## config.mk

```make
export PLATFORM = sky130hd
export DESIGN_NAME = booth_r4_flat
export DESIGN_NICKNAME = d
export VERILOG_FILES = /design/src/rtl/booth_r4_pkg.sv /design/src/rtl/booth_r4_if.sv /design/src/rtl/booth_r4_recoder.sv /design/src/rtl/booth_r4.sv /design/src/flat_wrapper.sv
export SDC_FILE = /design/constraint.sdc
export NUM_CORES = 1
export LEC_CHECK = 0
export ABC_CLOCK_PERIOD_IN_PS = 3400
export BUFFER_PORTS_ARGS = -buffer_cell sky130_fd_sc_hd__buf_4
export CAP_MARGIN = 20
export CORE_MARGIN = 1.5
export CORE_UTILIZATION = 59
export DETAILED_ROUTE_END_ITERATION = 8
export GPL_TIMING_DRIVEN = 0
export PLACE_DENSITY = 0.81
export SYNTH_ARGS = -nofsm -noshare
export SYNTH_HDL_FRONTEND = slang
export SYNTH_SLANG_ARGS = --single-unit
```

## constraint.sdc

```tcl
create_clock -name clk -period 3.4 [get_ports clk]
set_clock_uncertainty 0.2 [all_clocks]
set_input_delay 0.68 -clock clk [delete_from_list [all_inputs] [get_ports clk]]
set_output_delay 0.68 -clock clk [all_outputs]
set_load 0.01 [all_outputs]
```

## src/rtl/booth_r4_pkg.sv

```systemverilog
// booth_r4_pkg: shared types and sizing helpers for the radix-4 Booth multiplier.
//   state_t   - controller states, IDLE through DONE
//   digit_t   - recoded Booth digit, one of {0, +1, +2, -1, -2}
//   booth_k   - number of RUN iterations for an operand width
//   booth_cnt_w - width of the iteration counter
package booth_r4_pkg;

  typedef enum logic [2:0] {
    S_IDLE,
    S_LD_M,
    S_LD_Q,
    S_RUN,
    S_OUT_HI,
    S_OUT_LO,
    S_DONE
  } state_t;

  typedef enum logic [2:0] {
    D_ZERO,
    D_POS1,
    D_POS2,
    D_NEG1,
    D_NEG2
  } digit_t;

  // Operands are extended to w+2 bits and consumed two bits per cycle,
  // so w/2+1 digits cover them. The final digit lets an unsigned MSB
  // contribute positively; for signed operands it always recodes to zero.
  function automatic int booth_k(input int w);
    return w / 2 + 1;
  endfunction

  function automatic int booth_cnt_w(input int w);
    return $clog2(w / 2 + 2);
  endfunction

endpackage

```

## src/rtl/booth_r4_if.sv

```systemverilog
// booth_r4_if: operand/result bus shared with the other arithmetic units.
//   bgn  - start request          sgn  - 1 signed, 0 unsigned
//   ibus - operand in (M then Q)  obus - product out (high then low half)
//   busy - operation in flight    stop - result delivered, unit waiting
// master drives requests (bus owner / testbench), slave is the multiplier.
interface booth_r4_if #(
  parameter int W = 8
);
  logic         bgn;
  logic         sgn;
  logic [W-1:0] ibus;
  logic [W-1:0] obus;
  logic         busy;
  logic         stop;

  modport master (
    output bgn, sgn, ibus,
    input  obus, busy, stop
  );

  modport slave (
    input  bgn, sgn, ibus,
    output obus, busy, stop
  );
endinterface

```

## src/rtl/booth_r4_recoder.sv

```systemverilog
// booth_r4_recoder: modified-Booth digit selection.
//   bits  in  {Q[1], Q[0], Q[-1]} of the current multiplier window
//   digit out recoded digit in {-2,-1,0,+1,+2}
// Purely combinational.
module booth_r4_recoder
  import booth_r4_pkg::*;
(
  input  logic [2:0] bits,
  output digit_t     digit
);

  always_comb begin
    digit = D_ZERO;
    case (bits)
      3'b001, 3'b010: digit = D_POS1;
      3'b011:         digit = D_POS2;
      3'b100:         digit = D_NEG2;
      3'b101, 3'b110: digit = D_NEG1;
      default:        digit = D_ZERO;
    endcase
  end

endmodule

```

## src/rtl/booth_r4.sv

```systemverilog
// booth_r4: sequential radix-4 Booth multiplier, W x W -> 2W bits.
//   clk   in  rising-edge clock
//   rst_b in  asynchronous active-low reset
//   bus   slave side of booth_r4_if (bgn/sgn/ibus in, obus/busy/stop out)
// Operation: bgn in IDLE/DONE starts; M is taken from ibus in LD_M, Q in
// LD_Q; RUN retires one Booth digit per cycle for W/2+1 cycles; the
// product leaves on obus as high half (OUT_HI) then low half (OUT_LO);
// DONE raises stop until the next accepted bgn.
module booth_r4
  import booth_r4_pkg::*;
#(
  parameter int W = 8
) (
  input  logic      clk,
  input  logic      rst_b,
  booth_r4_if.slave bus
);

  localparam int K  = booth_k(W);
  localparam int CW = booth_cnt_w(W);
  localparam int AW = W + 2;

  generate
    if (W < 4 || (W % 2) != 0) begin : g_bad_w
      $error("booth_r4: W must be even and >= 4");
    end
  endgenerate

  state_t          state, state_nxt;
  logic            mode;
  logic [AW-1:0]   m_r;
  logic [AW-1:0]   a_r;
  logic [AW-1:0]   q_r;
  logic            q_m1;
  logic [CW-1:0]   cnt;

  digit_t          dig;
  logic [AW-1:0]   addend;
  logic            cin;
  logic [AW-1:0]   sum;
  logic            last_iter;
  logic [AW-1:0]   ibus_ext;

  // ---------------------------------------------------------------------
  // Digit recode and W+2-bit add/subtract.
  // After each shift |A| < |M| and the sign of A is tied to the window's
  // low bit, so A + d*M stays inside (-2|M|, 2|M|): W+2 bits never wrap,
  // even for an unsigned 2^W-1 multiplicand.
  // ---------------------------------------------------------------------
  booth_r4_recoder u_rec (
    .bits  ({q_r[1:0], q_m1}),
    .digit (dig)
  );

  always_comb begin
    addend = '0;
    cin    = 1'b0;
    case (dig)
      D_POS1: addend = m_r;
      D_POS2: addend = m_r << 1;
      D_NEG1: begin
        addend = ~m_r;
        cin    = 1'b1;
      end
      D_NEG2: begin
        addend = ~(m_r << 1);
        cin    = 1'b1;
      end
      default: addend = '0;
    endcase
  end

  assign sum = a_r + addend + {{(AW-1){1'b0}}, cin};

  assign last_iter = (cnt == CW'(K - 1));

  // Operand extension follows the latched mode, not the live sgn pin.
  assign ibus_ext = mode ? {{2{bus.ibus[W-1]}}, bus.ibus}
                         : {2'b00, bus.ibus};

  // ---------------------------------------------------------------------
  // Controller
  // ---------------------------------------------------------------------
  always_ff @(posedge clk or negedge rst_b) begin
    if (!rst_b) state <= S_IDLE;
    else        state <= state_nxt;
  end

  always_comb begin
    state_nxt = state;
    case (state)
      S_IDLE,
      S_DONE:   if (bus.bgn) state_nxt = S_LD_M;
      S_LD_M:   state_nxt = S_LD_Q;
      S_LD_Q:   state_nxt = S_RUN;
      S_RUN:    if (last_iter) state_nxt = S_OUT_HI;
      S_OUT_HI: state_nxt = S_OUT_LO;
      S_OUT_LO: state_nxt = S_DONE;
      default:  state_nxt = S_IDLE;
    endcase
  end

  // ---------------------------------------------------------------------
  // Datapath registers
  // ---------------------------------------------------------------------
  always_ff @(posedge clk or negedge rst_b) begin
    if (!rst_b) begin
      mode <= 1'b0;
      m_r  <= '0;
      a_r  <= '0;
      q_r  <= '0;
      q_m1 <= 1'b0;
      cnt  <= '0;
    end else begin
      case (state)
        S_IDLE,
        S_DONE: if (bus.bgn) mode <= bus.sgn;
        S_LD_M: begin
          m_r  <= ibus_ext;
          a_r  <= '0;
          q_m1 <= 1'b0;
          cnt  <= '0;
        end
        S_LD_Q: q_r <= ibus_ext;
        S_RUN: begin
          // {A,Q,Q-1} >>> 2 with A replaced by the adder result.
          a_r  <= {{2{sum[AW-1]}}, sum[AW-1:2]};
          q_r  <= {sum[1:0], q_r[AW-1:2]};
          q_m1 <= q_r[1];
          cnt  <= cnt + CW'(1);
        end
        default: ;
      endcase
    end
  end

  // ---------------------------------------------------------------------
  // Outputs, decoded from registers only (no input-to-output path).
  // After K iterations {A,Q} holds the 2W+4-bit product; Q carries the
  // low W+2 bits, so the 2W-bit result spans A[W-3:0] and all of Q.
  // ---------------------------------------------------------------------
  logic [W-1:0] prod_hi, prod_lo;

  assign prod_hi = {a_r[W-3:0], q_r[AW-1:W]};
  assign prod_lo = q_r[W-1:0];

  assign bus.obus = (state == S_OUT_HI) ? prod_hi :
                    (state == S_OUT_LO) ? prod_lo : '0;
  assign bus.busy = (state == S_LD_M) || (state == S_LD_Q) || (state == S_RUN) ||
                    (state == S_OUT_HI) || (state == S_OUT_LO);
  assign bus.stop = (state == S_DONE);

endmodule

```

## src/flat_wrapper.sv

```systemverilog
// flat-port wrapper written by rule: the top's interface ports become plain ports
module booth_r4_flat import booth_r4_pkg::*;
#(
  parameter int W = 8
)
  (clk, rst_b, bus_bgn, bus_sgn, bus_ibus, bus_obus, bus_busy, bus_stop);
  booth_r4_if #(.W(W)) bus_i ();
  input  logic clk;
  input  logic rst_b;
  input wire logic [$bits(bus_i.bgn)-1:0] bus_bgn;
  input wire logic [$bits(bus_i.sgn)-1:0] bus_sgn;
  input wire logic [$bits(bus_i.ibus)-1:0] bus_ibus;
  output wire logic [$bits(bus_i.obus)-1:0] bus_obus;
  output wire logic [$bits(bus_i.busy)-1:0] bus_busy;
  output wire logic [$bits(bus_i.stop)-1:0] bus_stop;
  assign bus_i.bgn = bus_bgn;
  assign bus_i.sgn = bus_sgn;
  assign bus_i.ibus = bus_ibus;
  assign bus_obus = bus_i.obus;
  assign bus_busy = bus_i.busy;
  assign bus_stop = bus_i.stop;
  booth_r4 #(.W(W)) u_core (.clk(clk), .rst_b(rst_b), .bus(bus_i));
endmodule
```

==> qor.yml, run 1 <==
coreArea_mm2: 0.00372
finalMaxSlewViolations: 0
synth_most_common_cell: "dfrtp_1"
antenna_found_initial: 0
cts_resized: 0
numCtsBuffers: 5
end_kind: "flop"
worstMarginPinSlew_ps: 556
synth_area_mm2: 0.00231
die_area_mm2: 0.00431
hold_path.class: "in -> async"
final_nets: 301
period_share_pct: 90.6
period_needed_ps: 3080
routed_via_density: 5.94
start_util_pct: 62.3
cts_hold_buf: 0
drive_above_1_share_pct: 18.0
grt_overflow: 0
dp_slack_ps: 325
status: "complete, no violations"
synth_common_cells: "dfrtp_1, nand2_1, o21ai_0"
drt-initial-drc-count: 135
synth_ff_type: "dfrtp_1"
port_buffers: 21
totalWireLength_um: 5360
worstSetupPathType: "reg -> reg"
clkTransAtPathRegs_ps: 70
yosysTopAreaCell: "dfrtp_1"
clk_latency_ps: 290
antenna_cells: 0
ys_seq_elements: 35
setup_viol: 0
firstDrtPassIters: 4
tritoncts: "built"
die_h_um: 65.6
grt_pass1_wl_um: 8680
routedWlPerCell_um: 16.4
synth_edf_count: 0
synthTopCellsByArea: "dfrtp_1, mux2i_1, o21ai_0"
gp_congestion: 0.881
tns_ps: 0
async_flop_share_pct: 100
h-tree-depth: 2
cp-start-kind: "flop"
rsz0062_at_grt: "false"
fmax_mhz: 325
clockBufferDepth: 2
grtUsageTotal_pct: 27.2
synth_warnings: 0
syn_nets: 273
max_slew_margin_pct: 62.8
grt_pass1_vias: 1810
setup_slack_ps: 320
synth.top_cell.area_share_pct: 37.8
rows: 22
required_ps: 3380
syn_avg_cell_area_um2: 9.30
clock-sinks: 35
cp_max_fo: 8
root_buffer: "clkbuf_8"
syn_inst: 249
die_w_um: 65.6
arrival_ps: 3050
ant_nets: 0
dp_hpwl_um: 4020
drc_errors: 0
synth_cell_types: 42
pin_count: 22
post_cts_buffers: 0
yosysSeqAreaShare_pct: 37.8
grt_start_max_net_pins: 36
drv_cap: 0
synthToLayoutAreaGrowth_pct: 15.3
hold_viol: 0
vias: 1936
-- metal layers --
| metal | global-route usage, % | wire length, um | share of wire (%) |
|---|---|---|---|
| met5 | 0 | 0 | 0 |
| met4 | 8.59 | 76 | 1.4 |
| met3 | 4.62 | 329 | 6.1 |
| met2 | 44.7 | 2640 | 49 |
| met1 | 36.4 | 2310 | 43 |
-- cell usage in the layout (no fill, tap or decap), types with 3 or more instances in the layout --
| master | synthesis | final |
|---|---|---|
| nand2_1 | 31 | 31 |
| o21ai_0 | 29 | 29 |
| a21oi_1 | 6 | 6 |
| o21ai_1 | 4 | 4 |
| ha_1 | 10 | 10 |
| clkbuf_8 | 0 | 5 |
| mux2_2 | 9 | 9 |
| nor3_1 | 3 | 3 |
| a22oi_1 | 7 | 7 |
| nand2b_1 | 5 | 5 |
| mux2i_1 | 16 | 16 |
| xor2_1 | 13 | 13 |
| o21a_1 | 5 | 5 |
| a21o_1 | 3 | 3 |
| inv_1 | 8 | 8 |
| a211oi_1 | 3 | 3 |
| buf_4 | 0 | 21 |
| nor2_1 | 18 | 18 |
| dfrtp_1 | 35 | 35 |
| buf_2 | 6 | 6 |
| o41ai_1 | 3 | 3 |
| nand3_1 | 4 | 4 |
| clkbuf_1 | 5 | 5 |
-- worst max-delay path: stages (launching register included) --
cell and delay (ps):
dfrtp_1 370, buf_6 140, xor2_1 230, a221oi_1 510, inv_1 100, ha_1 310
a211oi_1 320, o21ai_1 190, a21o_1 190, and4_4 180, xnor2_1 130, o21ai_1 70
-- area by class of cell --
cell class | instances | area [um^2]
multi-input cells | 194 | 1350
fillers | 288 | 1050
flip-flops and latches | 35 | 876
repair buffers | 21 | 158
clock buffers | 5 | 68.8
clock inverters | 3 | 67.6
plain buffers | 12 | 60.1
well taps | 48 | 60.1
inverters | 8 | 30.0
-- registers in the layout (all words and copies together), names as in the netlist --
signal	flops
u_core.mode	1
u_core.q_r	10
u_core.cnt	3
u_core.q_m1	1
u_core.a_r	8
u_core.state	3
u_core.m_r	9
-- worst paths after layout --
| check | start | endpoint | slack (ps) | depth (start not counted) |
|---|---|---|---|---|
| setup / recovery | u_core.q_r[0] | u_core.a_r[8] | 320 | 11 |
| hold / removal | rst_b | u_core.a_r[6] | 120 | 1 |
| setup reg to reg | u_core.q_r[0] | u_core.a_r[8] | 320 | 11 |
| hold reg to reg | u_core.a_r[6] | u_core.a_r[6] | 320 | 2 |
| max in group asynchronous | rst_b | u_core.q_r[2] | 2560 | 1 |
| min in group clk | u_core.a_r[6] | u_core.a_r[6] | 320 | 2 |
-- stage by stage --
stage	instance area (um^2)	cells	hold WS, ps	utilization, %
after global routing	2670	326	166	71.8
after CTS	2670	326	147	71.8
after detailed placement	2530	318	301	68.1
final	2670	326	123	71.8
after global placement	2530	318	292	68.1
after floorplan	2310	249	184	-
-- cell families (layout without fill, tap and decap cells) --
logic type                 count (synthesis)  count (layout)  synth area share (%)
AOI/OAI and AO/OA                         68              68                  18.5
muxes                                     26              26                  11.9
xor gates and xnor gates                  15              15                  5.68
DFF                                       35              35                  37.8
and+or+nand+nor                           73              73                  15.0
buffers and inverters                     20              49                  3.89
adders and majority gates                 12              12                  7.14
Power of run 1 is left out: the tool's default activity adds up to more than one toggle a clock period on the data nets, which glitch-free logic cannot reach.
==> inputs of run 2 (changes only) <==
--- a/config.mk
+++ b/config.mk
@@ -5,6 +5,7 @@
 export SDC_FILE = /design/constraint.sdc
 export NUM_CORES = 1
 export LEC_CHECK = 0
+export ABC_AREA = 1
 export ABC_CLOCK_PERIOD_IN_PS = 3400
 export BUFFER_PORTS_ARGS = -buffer_cell sky130_fd_sc_hd__buf_4
 export CAP_MARGIN = 20
==> run 2 against run 1 <==
Net effect: highest routed layer unchanged; design area shrank 0.38%; critical path type unchanged; routed wire length up 6.1%; global-route usage rose by 2.1 points; non-clock buffer count is 7 lower; first-iteration DRC count is 37% higher.
==> qor.yml, run 2 <==
status: "complete, no violations"
p_switching_w: 0.00131
setup_slack_ps: 557  # +237 ps
clockBufferDepth: 2  # unchanged
synthToLayoutAreaGrowth_pct: 13.0
pin_count: 22  # unchanged
finalMaxSlewViolations: 0  # unchanged
critPathSlowestCell: "dfrtp_1"
numCtsBuffers: 5  # unchanged
pwr-share-comb_pct: 58.4
antenna_cells: 0  # unchanged
dp_hpwl_um: 4260  # +6.1%
cp.buffers_inverters: 3  # +1
syn_avg_cell_area_um2: 7.40  # -20%
port_buffers: 21  # unchanged
yosysSeqAreaShare_pct: 37.2  # -0.60 points
drv_cap: 0  # unchanged
syn_nets: 342  # +25%
synth.top_cell.area_share_pct: 37.2  # -0.60 points
drt-initial-drc-count: 185  # +37%
antenna_found_initial: 0  # unchanged
path_cells: "nand2_1, inv_1, nor2_1, nand2_1, o211ai_1, fa_1, inv_1, fa_1, inv_1, nand3_1, nand2_1, nand3_1, nand2_1, nand2_1, nand2_2, o21ai_2"
reg_top3: "u_core.q_r (10), u_core.m_r (9), u_core.a_r (8)"
cp_max_fo: 8  # unchanged
setup_viol: 0  # unchanged
worstMarginPinSlew_ps: 489  # -66.9 ps
grtUsageTotal_pct: 29.3  # +2.1 points
hold_viol: 0  # unchanged
clock-sinks: 35  # unchanged
routedWlPerCell_um: 14.4  # -12%
p_int_w: 0.00129
drc_errors: 0  # unchanged
power-per-cell-area_mw_per_mm2: 977
syn_inst: 318  # +28%
p_clk_share_pct: 11.9
period_needed_ps: 2840  # -237 ps
leakagePower_nw: 1.35
cts_hold_buf: 0  # unchanged
layout_common_cells: "nand2_1, dfrtp_1, inv_1"
ant_nets: 0  # unchanged
tns_ps: 0  # unchanged
synth_warnings: 0  # unchanged
final_common_cell: "nand2_1"
end_kind: "flop"
required_ps: 3390  # about the same
period_share_pct: 83.6  # -7.0 points
worstSetupPathType: "reg -> reg"
rsz0062_at_grt: "false"
synth_most_common_cell: "nand2_1"
cts_resized: 0  # unchanged
die_w_um: 66.1  # +0.77%
final_nets: 370  # +23%
die_h_um: 66.1  # +0.77%
totalWireLength_um: 5690  # +6.1%
gp_congestion: 0.899  # +2.0%
synth_area_mm2: 0.00235  # +1.6%
h-tree-depth: 2  # unchanged
regMostFlops: "u_core.q_r"
routed_via_density: 5.65  # -4.9%
arrival_ps: 2830  # -220 ps
die_area_mm2: 0.00437  # +1.5%
coreArea_mm2: 0.00374  # +0.74%
ys_seq_elements: 35  # unchanged
grt_pass1_wl_um: 9600  # +11%
dp_slack_ps: 599  # +274 ps
drive_above_1_share_pct: 16.1  # -1.8 points
ir_drop_uv: 619
synth_ff_type: "dfrtp_1"
hold_path.class: "in -> async"
post_cts_buffers: 0  # unchanged
crit_family: "simple AND/OR/NAND/NOR gates"
synthTopCellsByArea: "dfrtp_1, nand2_1, o21ai_0"
cp_common_cell: "nand2_1"
switching_share_pct: 50.5
firstDrtPassIters: 7  # +3
async_flop_share_pct: 100  # unchanged
synth_cell_types: 29  # -31%
largest_reg_flops: 10  # unchanged
root_buffer: "clkbuf_8"
rows: 22  # unchanged
yosysTopAreaCell: "dfrtp_1"
clkTransAtPathRegs_ps: 80  # about the same
vias: 2231  # +15%
synth_edf_count: 0  # unchanged
fillers: 322  # +12%
clk_latency_ps: 290  # about the same
power.share.sequential_pct: 29.7
tritoncts: "built"
grt_start_max_net_pins: 36  # unchanged
critPathMaxStageDelay_ps: 420  # -90 ps
fmax_mhz: 352  # +8.3%
max_slew_margin_pct: 67.3  # +4.5 points
grt_overflow: 0  # unchanged
cp-start-kind: "flop"
synth_common_cells: "nand2_1, dfrtp_1, inv_1"
start_util_pct: 62.8  # +0.54 points
grt_pass1_vias: 2026  # +12%
-- run 2: layout make-up --
cell class | count | area, um^2 | area share, %
buffer | 5 | 45.0 | 1.69
clock buffer | 5 | 68.8 | 2.59
clock inverter | 3 | 20.0 | 0.753
multi-input combinational | 239 | 1280 | 48.1
sequential | 35 | 876 | 32.9
timing repair buffer | 21 | 158 | 5.93
inverter | 39 | 151 | 5.69
tap | 48 | 60.1 | 2.26
-- run 2: metal layers --
layer  vias up  wire (um)  GRT usage [%]
li1       1118          -              -
met1      1044       2590           40.8
met2        60       2760           47.3
met3         9        272           5.62
met4         0         61           6.89
met5         -          0              0
-- run 2: path summary, 6_finish.rpt --
check | end | cells after the start | slack, ps | start
worst max-delay path | u_core.a_r[4] | 16 | 560 | u_core.q_r[0]
worst min-delay path | u_core.mode | 1 | 130 | rst_b
worst max register to register | u_core.a_r[4] | 16 | 560 | u_core.q_r[0]
worst min register to register | u_core.a_r[6] | 2 | 300 | u_core.a_r[6]
max in group asynchronous | u_core.a_r[1] | 1 | 2530 | rst_b
min in group clk | u_core.a_r[6] | 2 | 300 | u_core.a_r[6]
-- run 2: kinds of logic (layout without fill, tap and decap cells) --
kind of cell	after synthesis	count (layout)	synth area share, %
flops	35	35	37.2
buf+inv	44	73	8.35
simple gates	152	152	27.6
compound gates	74	74	19.5
fa+ha+maj	12	12	7.02
xor+xnor	1	1	0.372
-- run 2: power groups by stage --
stage | registers, W | clock network (W) | logic [W]
floorplan | 0.000718 | 0 | 0.00115
finish | 0.000772 | 0.000309 | 0.00152
CTS | 0.000765 | 0.000309 | 0.00151
detailed placement | 0.000771 | 0 | 0.00149
global placement | 0.000762 | 0 | 0.00146
global route | 0.000791 | 0.000333 | 0.00172
-- run 2: stage by stage --
step	area (um^2)	total power [W]	hold slack [ps]	std cells	util, %
after global routing	2660	0.00284	165	395	71.0
after detailed placement	2570	0.00226	288	387	68.6
after floorplan	2350	0.00187	184	318	-
after CTS	2660	0.00258	151	395	71.0
after global placement	2570	0.00222	276	387	68.6
final	2660	0.00260	130	395	71.0
Note: power is estimated with default switching activity, not from simulation.
==> inputs of run 3 (changes only) <==
--- a/config.mk
+++ b/config.mk
@@ -6,7 +6,7 @@
 export NUM_CORES = 1
 export LEC_CHECK = 0
 export ABC_AREA = 1
-export ABC_CLOCK_PERIOD_IN_PS = 3400
+export ABC_CLOCK_PERIOD_IN_PS = 2900
 export BUFFER_PORTS_ARGS = -buffer_cell sky130_fd_sc_hd__buf_4
 export CAP_MARGIN = 20
 export CORE_MARGIN = 1.5
==> constraint.sdc (replaced) <==
create_clock -name clk -period 2.9 [get_ports clk]
set_clock_uncertainty 0.2 [all_clocks]
set_input_delay 0.58 -clock clk [delete_from_list [all_inputs] [get_ports clk]]
set_output_delay 0.58 -clock clk [all_outputs]
set_load 0.01 [all_outputs]
==> run 3 against run 2 <==
Net effect: via count rose by 2.4%; sequential power increased by 18%; global-route usage did not move; critical path depth grew 2; worst hold slack worse by 98 ps; clock power rose by 17%; register-to-register slack lost 470 ps; first-iteration DRC count grew 19%; routed wire length up 2.3%; cell count up 1.3%; critical endpoint unchanged; highest routed layer unchanged.
==> qor.yml, run 3 (synthesis gave the netlist of run 2 again) <==
status: "complete, no violations"
hold_path.class: "in -> async"
totalWireLength_um: 5820  # +2.3%
leakagePower_nw: 1.37  # +1.8%
crit_family: "simple AND/OR/NAND/NOR gates"
antenna_found_initial: 0  # unchanged
required_ps: 2890  # -500 ps
period_share_pct: 97.1  # +13 points
final_util_pct: 72.6  # +1.6 points
drive_above_1_share_pct: 19.3  # +3.2 points
grt_pass1_wl_um: 9600  # unchanged
final_common_cell: "nand2_1"
cp_common_cell: "nand2_1"
rrSetupSlack_ps: 80  # -470 ps
period_needed_ps: 2820  # -26.9 ps
power-per-cell-area_mw_per_mm2: 1150  # +18%
tns_ps: 0  # unchanged
reg2reg_depth: 18  # +2
critPathMaxStageDelay_ps: 420  # about the same
die_area_mm2: 0.00437  # unchanged
max_slew_margin_pct: 67.4  # +0.16 points
rows: 22  # unchanged
die_w_um: 66.1  # unchanged
root_buffer: "clkbuf_8"
routedWlPerCell_um: 14.5  # +1.0%
drc_errors: 0  # unchanged
fmax_mhz: 355  # +0.96%
h-tree-depth: 2  # unchanged
fillers: 311  # -3.4%
start_util_pct: 62.8  # unchanged
gp_congestion: 0.899  # unchanged
cp.buffers_inverters: 4  # +1
routed_via_density: 5.71  # +1.1%
cp_max_fo: 9  # +1
ant_nets: 0  # unchanged
numCtsBuffers: 5  # unchanged
fin_hold_ws_ps: 32.0  # -98.3 ps
regMostFlops: "u_core.q_r"
setup_viol: 0  # unchanged
drt-initial-drc-count: 220  # +19%
r2r-start: "u_core.q_m1"
r2r-end: "u_core.a_r[4]"
worstMarginPinSlew_ps: 487  # -2.38 ps
final_nets: 375  # +1.4%
finalMaxSlewViolations: 0  # unchanged
drv_cap: 0  # unchanged
synthToLayoutAreaGrowth_pct: 15.6
vias: 2285  # +2.4%
antenna_cells: 0  # unchanged
cp-start-kind: "flop"
grt_pass1_vias: 2026  # unchanged
die_h_um: 66.1  # unchanged
tritoncts: "built"
end_kind: "flop"
pin_count: 22  # unchanged
worstSetupPathType: "reg -> reg"
largest_reg_flops: 10  # unchanged
hold_viol: 0  # unchanged
coreArea_mm2: 0.00374  # unchanged
grt_start_max_net_pins: 36  # unchanged
layout_common_cells: "nand2_1, dfrtp_1, inv_1"
grtUsageTotal_pct: 29.3  # unchanged
rsz0062_at_grt: "true"
clock-sinks: 35  # unchanged
critPathSlowestCell: "dfrtp_1"
arrival_ps: 2800  # -30 ps
path_cells: "nand2_2, inv_1, nor2_2, nand2_1, inv_4, nand2_1, o211ai_1, fa_2, inv_1, fa_1, inv_1, nand3_1, nand2_2, nand3_1, nand2_1, nand2_1, nand2_2, o21ai_2"
clk_latency_ps: 290  # about the same
firstDrtPassIters: 5  # -2
port_buffers: 21  # unchanged
clkTransAtPathRegs_ps: 80  # about the same
ir_drop_uv: 736  # +19%
clockBufferDepth: 2  # unchanged
grt_overflow: 0  # unchanged
dp_hpwl_um: 4260  # unchanged
reg_top3: "u_core.q_r (10), u_core.m_r (9), u_core.a_r (8)"
-- run 3: how the worst max path moves through the flow --
| stage | start | endpoint | slack (ps) | cells after the start |
|---|---|---|---|---|
| final | u_core.q_m1 | u_core.a_r[4] | 80 | 18 |
| after global routing | u_core.q_m1 | u_core.a_r[4] | -80 | 18 |
| after CTS | u_core.q_r[0] | u_core.a_r[4] | 80 | 16 |
| after detailed placement | u_core.q_r[0] | u_core.a_r[4] | 100 | 16 |
| after global placement | u_core.q_r[0] | u_core.a_r[4] | 130 | 16 |
| after floorplan | u_core.q_r[0] | u_core.a_r[4] | 450 | 16 |
-- run 3: repair_timing --
action                                 CTS  global route
gates resized for setup                  0             8
setup endpoints to repair                0             6
endpoints found under the hold margin    0             0
hold buffers                             0             0
buffers inserted                         0             5
-- run 3: power by group --
part | internal, W | total [W] | switching (W)
logic | 0.000693 | 0.00186 | 0.00117
registers | 0.000695 | 0.000910 | 0.000215
clock network | 0.000167 | 0.000363 | 0.000196
-- run 3: cell type report --
type / count / area (um^2) / share of cell area [%]
multi-input cells: 239 / 1300 / 47.8
clock inverters: 3 / 20.0 / 0.736
clock buffers: 5 / 68.8 / 2.53
plain buffers: 5 / 45.0 / 1.66
inverters: 39 / 154 / 5.66
flip-flops and latches: 35 / 876 / 32.2
repair buffers: 26 / 195 / 7.18
well taps: 48 / 60.1 / 2.21
-- run 3: worst register-to-register path: stages (launching register included) --
cell,delay (ps)
dfrtp_1,420
nand2_2,110
inv_1,80
nor2_2,140
nand2_1,110
inv_4,110
nand2_1,60
o211ai_1,150
fa_2,310
inv_1,60
fa_1,390
inv_1,70
nand3_1,70
nand2_2,120
nand3_1,70
nand2_1,80
nand2_1,70
nand2_2,60
o21ai_2,50
-- run 3: per-layer routing --
layer / vias up / global-route usage (%) / share of wire [%]
met5: - / 0 / 0
met4: 0 / 6.89 / 1.5
met3: 12 / 5.62 / 6.2
met2: 72 / 47.3 / 49
met1: 1075 / 40.8 / 43
li1: 1126 / - / -
-- run 3: metrics by stage --
| step | power [W] | setup slack [ps] | area [um^2] | instances |
|---|---|---|---|---|
| 2_1_floorplan | 0.00219 | 450 | 2350 | 318 |
| 3_3_place_gp | 0.00261 | 133 | 2570 | 387 |
| 5_1_grt | 0.00341 | -78.2 | 2720 | 400 |
| 4_1_cts | 0.00303 | 78.9 | 2660 | 395 |
| 6_report | 0.00313 | 84.4 | 2720 | 400 |
| 3_5_place_dp | 0.00265 | 98.6 | 2570 | 387 |
